[src/rtl/uart_tx_queue.sv]
// Byte FIFO and send sequencer feeding the UART transmitter.
// Optional: define UART_TXQ_THRESH_IRQ_EN to add the thresh input and irq_thresh output.
module uart_tx_queue #(
    parameter int DEPTH  = 16,
    parameter int DATA_W = 8,
    localparam int PTR_W = $clog2(DEPTH),
    localparam int CNT_W = PTR_W + 1
) (
    input  logic              clock,
    input  logic              reset,
    input  logic              wr_en,
    input  logic [DATA_W-1:0] wr_data,
    input  logic              clr_ovf,
    input  logic              tx_active,
    input  logic              tx_done,
`ifdef UART_TXQ_THRESH_IRQ_EN
    input  logic [CNT_W-1:0]  thresh,
    output logic              irq_thresh,
`endif
    output logic              tx_send,
    output logic [DATA_W-1:0] tx_data,
    output logic              full,
    output logic              empty,
    output logic [CNT_W-1:0]  count,
    output logic              overflow,
    output logic              busy
);

    typedef enum logic [2:0] {
        IDLE,
        LOAD,
        SEND,
        WAIT_DONE,
        GAP
    } state_t;

    state_t            state;
    state_t            next_state;
    logic [DATA_W-1:0] mem [DEPTH];
    logic [PTR_W-1:0]  wr_ptr;
    logic [PTR_W-1:0]  rd_ptr;
    logic              push;
    logic              pop;

    assign full  = (count == CNT_W'(DEPTH));
    assign empty = (count == '0);
    assign busy  = (state != IDLE);
    // A write while full is dropped even if a pop frees a slot in the same cycle.
    assign push  = wr_en && !full;
    assign pop   = (state == IDLE) && !empty;

    always_comb begin
        next_state = state;
        case (state)
            IDLE:      if (!empty) next_state = LOAD;
            LOAD:      next_state = SEND;
            SEND:      if (tx_active) next_state = WAIT_DONE;
            WAIT_DONE: if (tx_done && !tx_active) next_state = GAP;
            GAP:       next_state = IDLE;
            default:   next_state = IDLE;
        endcase
    end

    // tx_send is a level held for the whole SEND state; the transmitter samples it on its baud tick.
    always_ff @(posedge clock) begin
        if (reset) begin
            state   <= IDLE;
            tx_send <= 1'b0;
            tx_data <= '0;
        end else begin
            state   <= next_state;
            tx_send <= (next_state == SEND);
            if (pop) tx_data <= mem[rd_ptr];
        end
    end

    always_ff @(posedge clock) begin
        if (reset) begin
            wr_ptr   <= '0;
            rd_ptr   <= '0;
            count    <= '0;
            overflow <= 1'b0;
        end else begin
            if (push) wr_ptr <= wr_ptr + PTR_W'(1);
            if (pop)  rd_ptr <= rd_ptr + PTR_W'(1);
            case ({push, pop})
                2'b10:   count <= count + CNT_W'(1);
                2'b01:   count <= count - CNT_W'(1);
                default: count <= count;
            endcase
            if (wr_en && full) overflow <= 1'b1;
            else if (clr_ovf)  overflow <= 1'b0;
        end
    end

    always_ff @(posedge clock) begin
        if (!reset && push) mem[wr_ptr] <= wr_data;
    end

`ifdef UART_TXQ_THRESH_IRQ_EN
    always_ff @(posedge clock) begin
        if (reset) irq_thresh <= 1'b0;
        else       irq_thresh <= (count <= thresh) && (state == IDLE);
    end
`endif

endmodule
[config.mk]
export PLATFORM = sky130hd
export DESIGN_NAME = uart_tx_queue
export DESIGN_NICKNAME = d
export VERILOG_FILES = /design/src/rtl/uart_tx_queue.sv
export SDC_FILE = /design/constraint.sdc
export NUM_CORES = 1
export LEC_CHECK = 0
export BUFFER_PORTS_ARGS = -buffer_cell sky130_fd_sc_hd__clkbuf_2
export CAP_MARGIN = 20
export CORE_ASPECT_RATIO = 0.8
export CORE_MARGIN = 4
export CORE_UTILIZATION = 35
export CTS_CLUSTER_DIAMETER = 200
export DETAILED_ROUTE_END_ITERATION = 16
export PLACE_DENSITY_LB_ADDON = 0.15
export SLEW_MARGIN = 10
export SYNTH_ARGS = -nofsm -noshare
export SYNTH_HDL_FRONTEND = slang
export SYNTH_SLANG_ARGS = --single-unit
[constraint.sdc]
create_clock -name clock -period 7.3 [get_ports clock]
set_input_delay 0.365 -clock clock [delete_from_list [all_inputs] [get_ports clock]]
set_output_delay 0.365 -clock clock [all_outputs]
set_load 0.02 [all_outputs]
==> results of run 1 <==
[cell families (layout without fill, tap and decap cells)]
group,after synthesis,count (layout)
flip-flops,154,154
AND/OR/NAND/NOR,78,78
multiplexers,50,50
AO/OA/AOI/OAI,26,26
buffers and inverters,24,72
adder cells (fa/ha/maj),9,9
XOR/XNOR,9,9
[layout by cell type, fill, tap and decap left out, types with 2 or more instances in the layout]
master,netlist,final
o21ai_0,4,4
nor2_1,33,33
edfxtp_1,128,128
nand2_1,12,12
clkinv_2,0,3
ha_1,9,9
nor2b_1,3,3
nand3b_1,10,10
o221ai_2,8,8
clkbuf_1,8,2
clkbuf_2,0,31
xor2_1,7,7
nand2b_1,2,2
dfxtp_1,26,25
nand4_1,2,2
clkbuf_16,0,17
a211o_1,2,2
inv_1,5,5
a21oi_1,6,6
mux4_2,32,32
clkbuf_8,0,2
clkinvlp_4,0,3
xnor2_1,2,2
mux2i_1,17,17
inv_6,0,2
buf_4,1,3
nor3b_1,2,2
or3_1,3,3
[per-stage QoR]
stage | power (uW) | cells | hold slack [ns]
3_3_place_gp | 1680 | 591 | 0.478
3_5_place_dp | 1680 | 591 | 0.504
2_1_floorplan | 1530 | 350 | 0.453
6_report | 2490 | 623 | 0.203
4_1_cts | 2520 | 623 | 0.181
5_1_grt | 2610 | 623 | 0.215
[Yosys cell counts]
cell type | count | area [sq um]
edfxtp_1 | 128 | 3840
nor2_1 | 33 | 124
mux4_2 | 32 | 721
dfxtp_1 | 26 | 521
mux2i_1 | 17 | 170
nand2_1 | 12 | 45.0
nand3b_1 | 10 | 75.1
ha_1 | 9 | 113
clkbuf_1 | 8 | 30.0
o221ai_2 | 8 | 120
xor2_1 | 7 | 61.3
a21oi_1 | 6 | 30.0
buf_2 | 6 | 30.0
inv_1 | 5 | 18.8
o21ai_0 | 4 | 20.0
nor2b_1 | 3 | 18.8
or3_1 | 3 | 18.8
a211o_1 | 2 | 17.5
buf_1 | 2 | 7.51
nand2b_1 | 2 | 12.5
nand4_1 | 2 | 12.5
nor3b_1 | 2 | 15.0
xnor2_1 | 2 | 17.5
a211oi_1 | 1 | 7.51
a21boi_2 | 1 | 11.3
a21o_1 | 1 | 7.51
a22oi_1 | 1 | 7.51
a31oi_1 | 1 | 6.26
and2_1 | 1 | 6.26
buf_4 | 1 | 7.51
buf_6 | 1 | 11.3
inv_4 | 1 | 6.26
mux2_2 | 1 | 11.3
nand2_2 | 1 | 6.26
nand2b_4 | 1 | 13.8
nand3b_4 | 1 | 20.0
nand4b_1 | 1 | 8.76
nor3_1 | 1 | 5.00
nor4_1 | 1 | 6.26
nor4_4 | 1 | 21.3
nor4b_1 | 1 | 8.76
o22ai_1 | 1 | 6.26
or3_4 | 1 | 11.3
or3b_2 | 1 | 8.76
[path summary, 6_finish.rpt]
check / cells after the start / start / end / slack, ns
worst min-delay path: 3 / wr_en / overflow / 0.20
worst max register to register: 12 / count[1] / count[4] / 4.27
worst min register to register: 1 / state[2] / state[2] / 0.51
worst max-delay path: 12 / count[1] / count[4] / 4.27
[state kept, by name, indices dropped and copies added (netlist names)]
signal	flops
rd_ptr	4
wr_ptr	4
tx_data	8
mem	128
count	5
tx_send	1
state	3
overflow	1
[routing by layer]
layer / global-route usage / share of wire
met4: 0.0561 / 0.014
met1: 0.197 / 0.48
met5: 0 / 0
met2: 0.201 / 0.46
met3: 0.0318 / 0.052
[area by class of cell]
cell class,instances,share of cell area
Multi-Input combinational cell,172,0.246
Inverter,6,0.00349
Tap cell,225,0.0392
Timing Repair Buffer,34,0.0248
Clock buffer,21,0.0642
Clock inverter,11,0.0136
Sequential cell,154,0.609
[worst min-delay path, delay by kind of cell]
family                 cells  cell delay (ns)
AOI/OAI and AO/OA          1             0.05
buffers and inverters      1             0.09
and+or+nand+nor            1             0.07
[where the power goes]
part / total (uW) / internal, uW / switching, uW
clock: 828 / 486 / 341
sequential: 1060 / 1000 / 59.7
combinational: 596 / 253 / 343
total: 2490 / 1740 / 744
==> metrics.csv, run 1 <==
metric;value;unit
post-cts resize count;0;
Sequential cell area;4370;sq um
cell row count;43;
simple-gate share of the synthesized area;0.0702;
fillcell total;1589;
ant diodes;0;
setup tns final;0;ns
Leakage;0.00235;uW
I/O pin cnt;32;
multiplexer area fraction after synthesis;0.145;
Max Buffers Root-to-Sink;2;
max-slew violations;0;
first-pass GRT wire length;19600;um
wire per inst;20.7;um
worst skew pair latency;0.42;ns
Iteration-0 DRC Markers;174;
Critical Path Max Stage Delay;0.41;ns
Multi-input gate area;1770;sq um
compound-gate portion of the synthesized area;0.0375;
cts bufs inserted;17;
Final Setup Violations;0;
cells along the critical path;nor4_4 -> nand2_2 -> nand2b_4 -> inv_4 -> ha_1 -> xor2_1 -> ha_1 -> a211o_1 -> nand2_1 -> nand3b_1 -> a31oi_1 -> mux2_2;
register bit total from synthesis;154;
Syn Inst Count;350;
postcts setup bufs;0;
adder-cell share of the synthesized area;0.0180;
# DRC;0;
dpl cell area;6620;sq um
clock-pin slew on the worst setup and hold paths;0.06;ns
Vias;3101;
path type of the worst setup path;flop to flop;
synthesized cell area;6240;sq um
width of the chip;157;um
largest net degree at the start of global routing;35;
CORE AREA;17400;sq um
cell area power density;347;nW/um^2
outcome;finished clean;
worst setup margin;4.27;ns
period utilization;0.415;
Clock Sinks;154;
post-route ant nets;0;
Worst Path Required;7.60;ns
slowest CP cell;dfxtp_1;
global placer's final weighted congestion;0.739;
CTS H-tree lvls;4;
Worst slew margin;0.292;
syn nets;373;
Tightest Pin Transition;1.06;ns
final wirelength;12900;um
total number of yosys warnings;0;
max-cap viol count;0;
Finished Cell Area;7170;sq um
syn_area_per_cell;17.8;sq um
initial antenna violation count;0;
Die Area;20000;sq um
Place WS;4.29;ns
sequential area share after synthesis;0.699;
chip height;127;um
f_max;330;MHz
first drt pass iteration count;4;
Yosys cell types;44;
Critical Path End Type;flop;
vias in the first global route;3174;
Largest delay share family, worst path;simple AND/OR/NAND/NOR gates;
Root Driver;clkbuf_16;
Tot GR Track Use;0.137;
CTS tree;done;
Nets;408;
post-route minimum period;3.03;ns
Worst Path Buf+Inv;1;
Worst Path Arrival;3.33;ns
CP max FO;11;
Most Frequent Cell on Critical Path;ha_1;
P&R area growth vs syn;14.9;%
GRT overflow;0;
Initial Util;0.358;
hpwl dp;8010;um
XOR/XNOR share of the synthesized area;0.0126;
clock skew;0.00950;ns
IR drop worst, VDD;149;uV
Worst Hold Class;input port to flop;
main combinational cell family by area after synthesis;multiplexers;
final hold violation count;0;
number of I/O port buffers;31;
RSZ-0062 raised after global routing;false;
Core Util, Final;0.411;
Via density;4.98;
hold buffer count at cts;0;
Worst Setup Start Kind;flop;
share of cells above drive strength 1;0.284;
(Power assumes the default switching activity.)
==> run 2, diff against run 1 <==
clock period = 2.44 ns   (was 7.3 ns; I/O delays follow)
==> run 2 against run 1 <==
Net effect:
- register-to-register slack got worse by 4.3 ns
- combinational power grew to 3.6 times the previous value
- clock skew down 0.0030 ns
- critical path depth rose by 1
==> metrics.csv, run 2 (synthesis gave the netlist of run 1 again) <==
metric;value;unit
cell row count;43;
worst setup margin;0.00539;ns
Worst slew margin;0.370;
Worst Path Arrival;2.74;ns
Clock Sinks;154;
Leakage;0.00247;uW
Via density;4.94;
CTS tree;done;
post-route ant nets;0;
Vias;3203;
cell area power density;1040;nW/um^2
commonest non-fill, non-tap cell in the layout;edfxtp_1;
CORE AREA;17400;sq um
wire per inst;20.4;um
vias in the first global route;3400;
GRT overflow;0;
# DRC;0;
IR drop worst, VDD;533;uV
Worst Setup Start Kind;flop;
clock-pin slew on the worst setup and hold paths;0.06;ns
Initial Util;0.358;
I/O pin cnt;32;
hpwl dp;8550;um
Tightest Pin Transition;0.942;ns
P&R area growth vs syn;18.8;%
most frequent cells in the layout;edfxtp_1, nor2_1, mux4_2;
Iteration-0 DRC Markers;238;
largest register by flop count;mem;
f_max;411;MHz
cts bufs inserted;17;
final wirelength;13200;um
CP max FO;3;
post-route minimum period;2.43;ns
clock skew;0.00646;ns
first-pass GRT wire length;20400;um
fillcell total;1592;
Worst Path Required;2.74;ns
Tot GR Track Use;0.142;
Finished Cell Area;7410;sq um
Max Buffers Root-to-Sink;2;
global placer's final weighted congestion;0.738;
setup tns final;0;ns
dpl cell area;6820;sq um
largest net degree at the start of global routing;35;
Worst Hold Class;input port to flop;
RSZ-0062 raised after global routing;true;
dpl cells;611;
period utilization;0.998;
initial antenna violation count;0;
max reg flops;128;
CTS H-tree lvls;4;
width of the chip;157;um
share of cells above drive strength 1;0.330;
path type of the worst setup path;flop to flop;
ant diodes;0;
first drt pass iteration count;4;
Place WS;-0.00845;ns
number of I/O port buffers;31;
Final Instance Count excl. Fillers;649;
Root Driver;clkbuf_16;
biggest regs;mem (128), tx_data (8), count (5);
final hold violation count;0;
Final Setup Violations;0;
max-cap viol count;0;
worst skew pair latency;0.41;ns
Critical Path End Type;flop;
Nets;434;
max-slew violations;0;
chip height;127;um
outcome;finished clean;
Die Area;20000;sq um
Core Util, Final;0.425;
run 2: changes by cell type in the layout (fill, tap and decap cells not counted), sizes merged:
cell / before / now
clkinv: 5 / 7
dlygate4sd3: 0 / 4
clkinvlp: 3 / 4
buf: 3 / 25
inv: 8 / 7
clkbuf: 52 / 50
run 2: through the flow:
step	hold WS [ns]	power (uW)
after detailed placement	0.391	5310
final	0.150	7700
after CTS	0.140	7730
after floorplan	0.210	4670
after global routing	0.152	8120
after global placement	0.390	5300
run 2: layout make-up:
class	instances	area, sq um	share of cell area
flip-flops and latches	154	4370	0.590
inverters	6	30.0	0.00405
repair buffers	60	408	0.0550
multi-input cells	172	1790	0.241
clock buffers	19	433	0.0584
clock inverters	13	104	0.0140
well taps	225	282	0.0380
run 2: what timing repair did:
action	in CTS	in global routing
pin swaps	1	4
resized for setup	1	3
setup endpoints to repair	1	1
endpoints found under the hold margin	2	0
buffers inserted	0	2
hold buffers	4	0
run 2: path summary, 6_finish.rpt:
| path | to | start | depth (start not counted) | slack (ns) |
|---|---|---|---|---|
| setup reg to reg | count[4] | count[0] | 13 | 0.005 |
| setup / recovery | count[4] | count[0] | 13 | 0.005 |
| hold reg to reg | state[0] | state[2] | 1 | 0.50 |
| hold / removal | mem[15][5] | wr_data[5] | 1 | 0.15 |
run 2: worst max-delay path, stage by stage (launching register included):
cell      delay (ns)
dfxtp_4         0.35
nor4_4          0.28
buf_4           0.17
nand2_4         0.05
nand2b_4        0.09
inv_8           0.03
ha_4            0.15
xor2_1          0.14
ha_2            0.19
a211o_1         0.22
nand2_1         0.06
nand3b_1        0.07
a31oi_1         0.19
mux2_2          0.35
run 2: report_power, final:
part,switching (uW),internal [uW]
Sequential,115,3010
Clock,1010,1390
Combinational,1190,982
Total,2320,5380
run 2: routing by layer:
| layer | up-vias | track usage | share of wire |
|---|---|---|---|
| li1 | 1498 | - | - |
| met1 | 1635 | 0.195 | 0.49 |
| met2 | 58 | 0.217 | 0.46 |
| met4 | 0 | 0.0455 | 0.010 |
| met5 | - | 0 | 0 |
| met3 | 12 | 0.0413 | 0.043 |
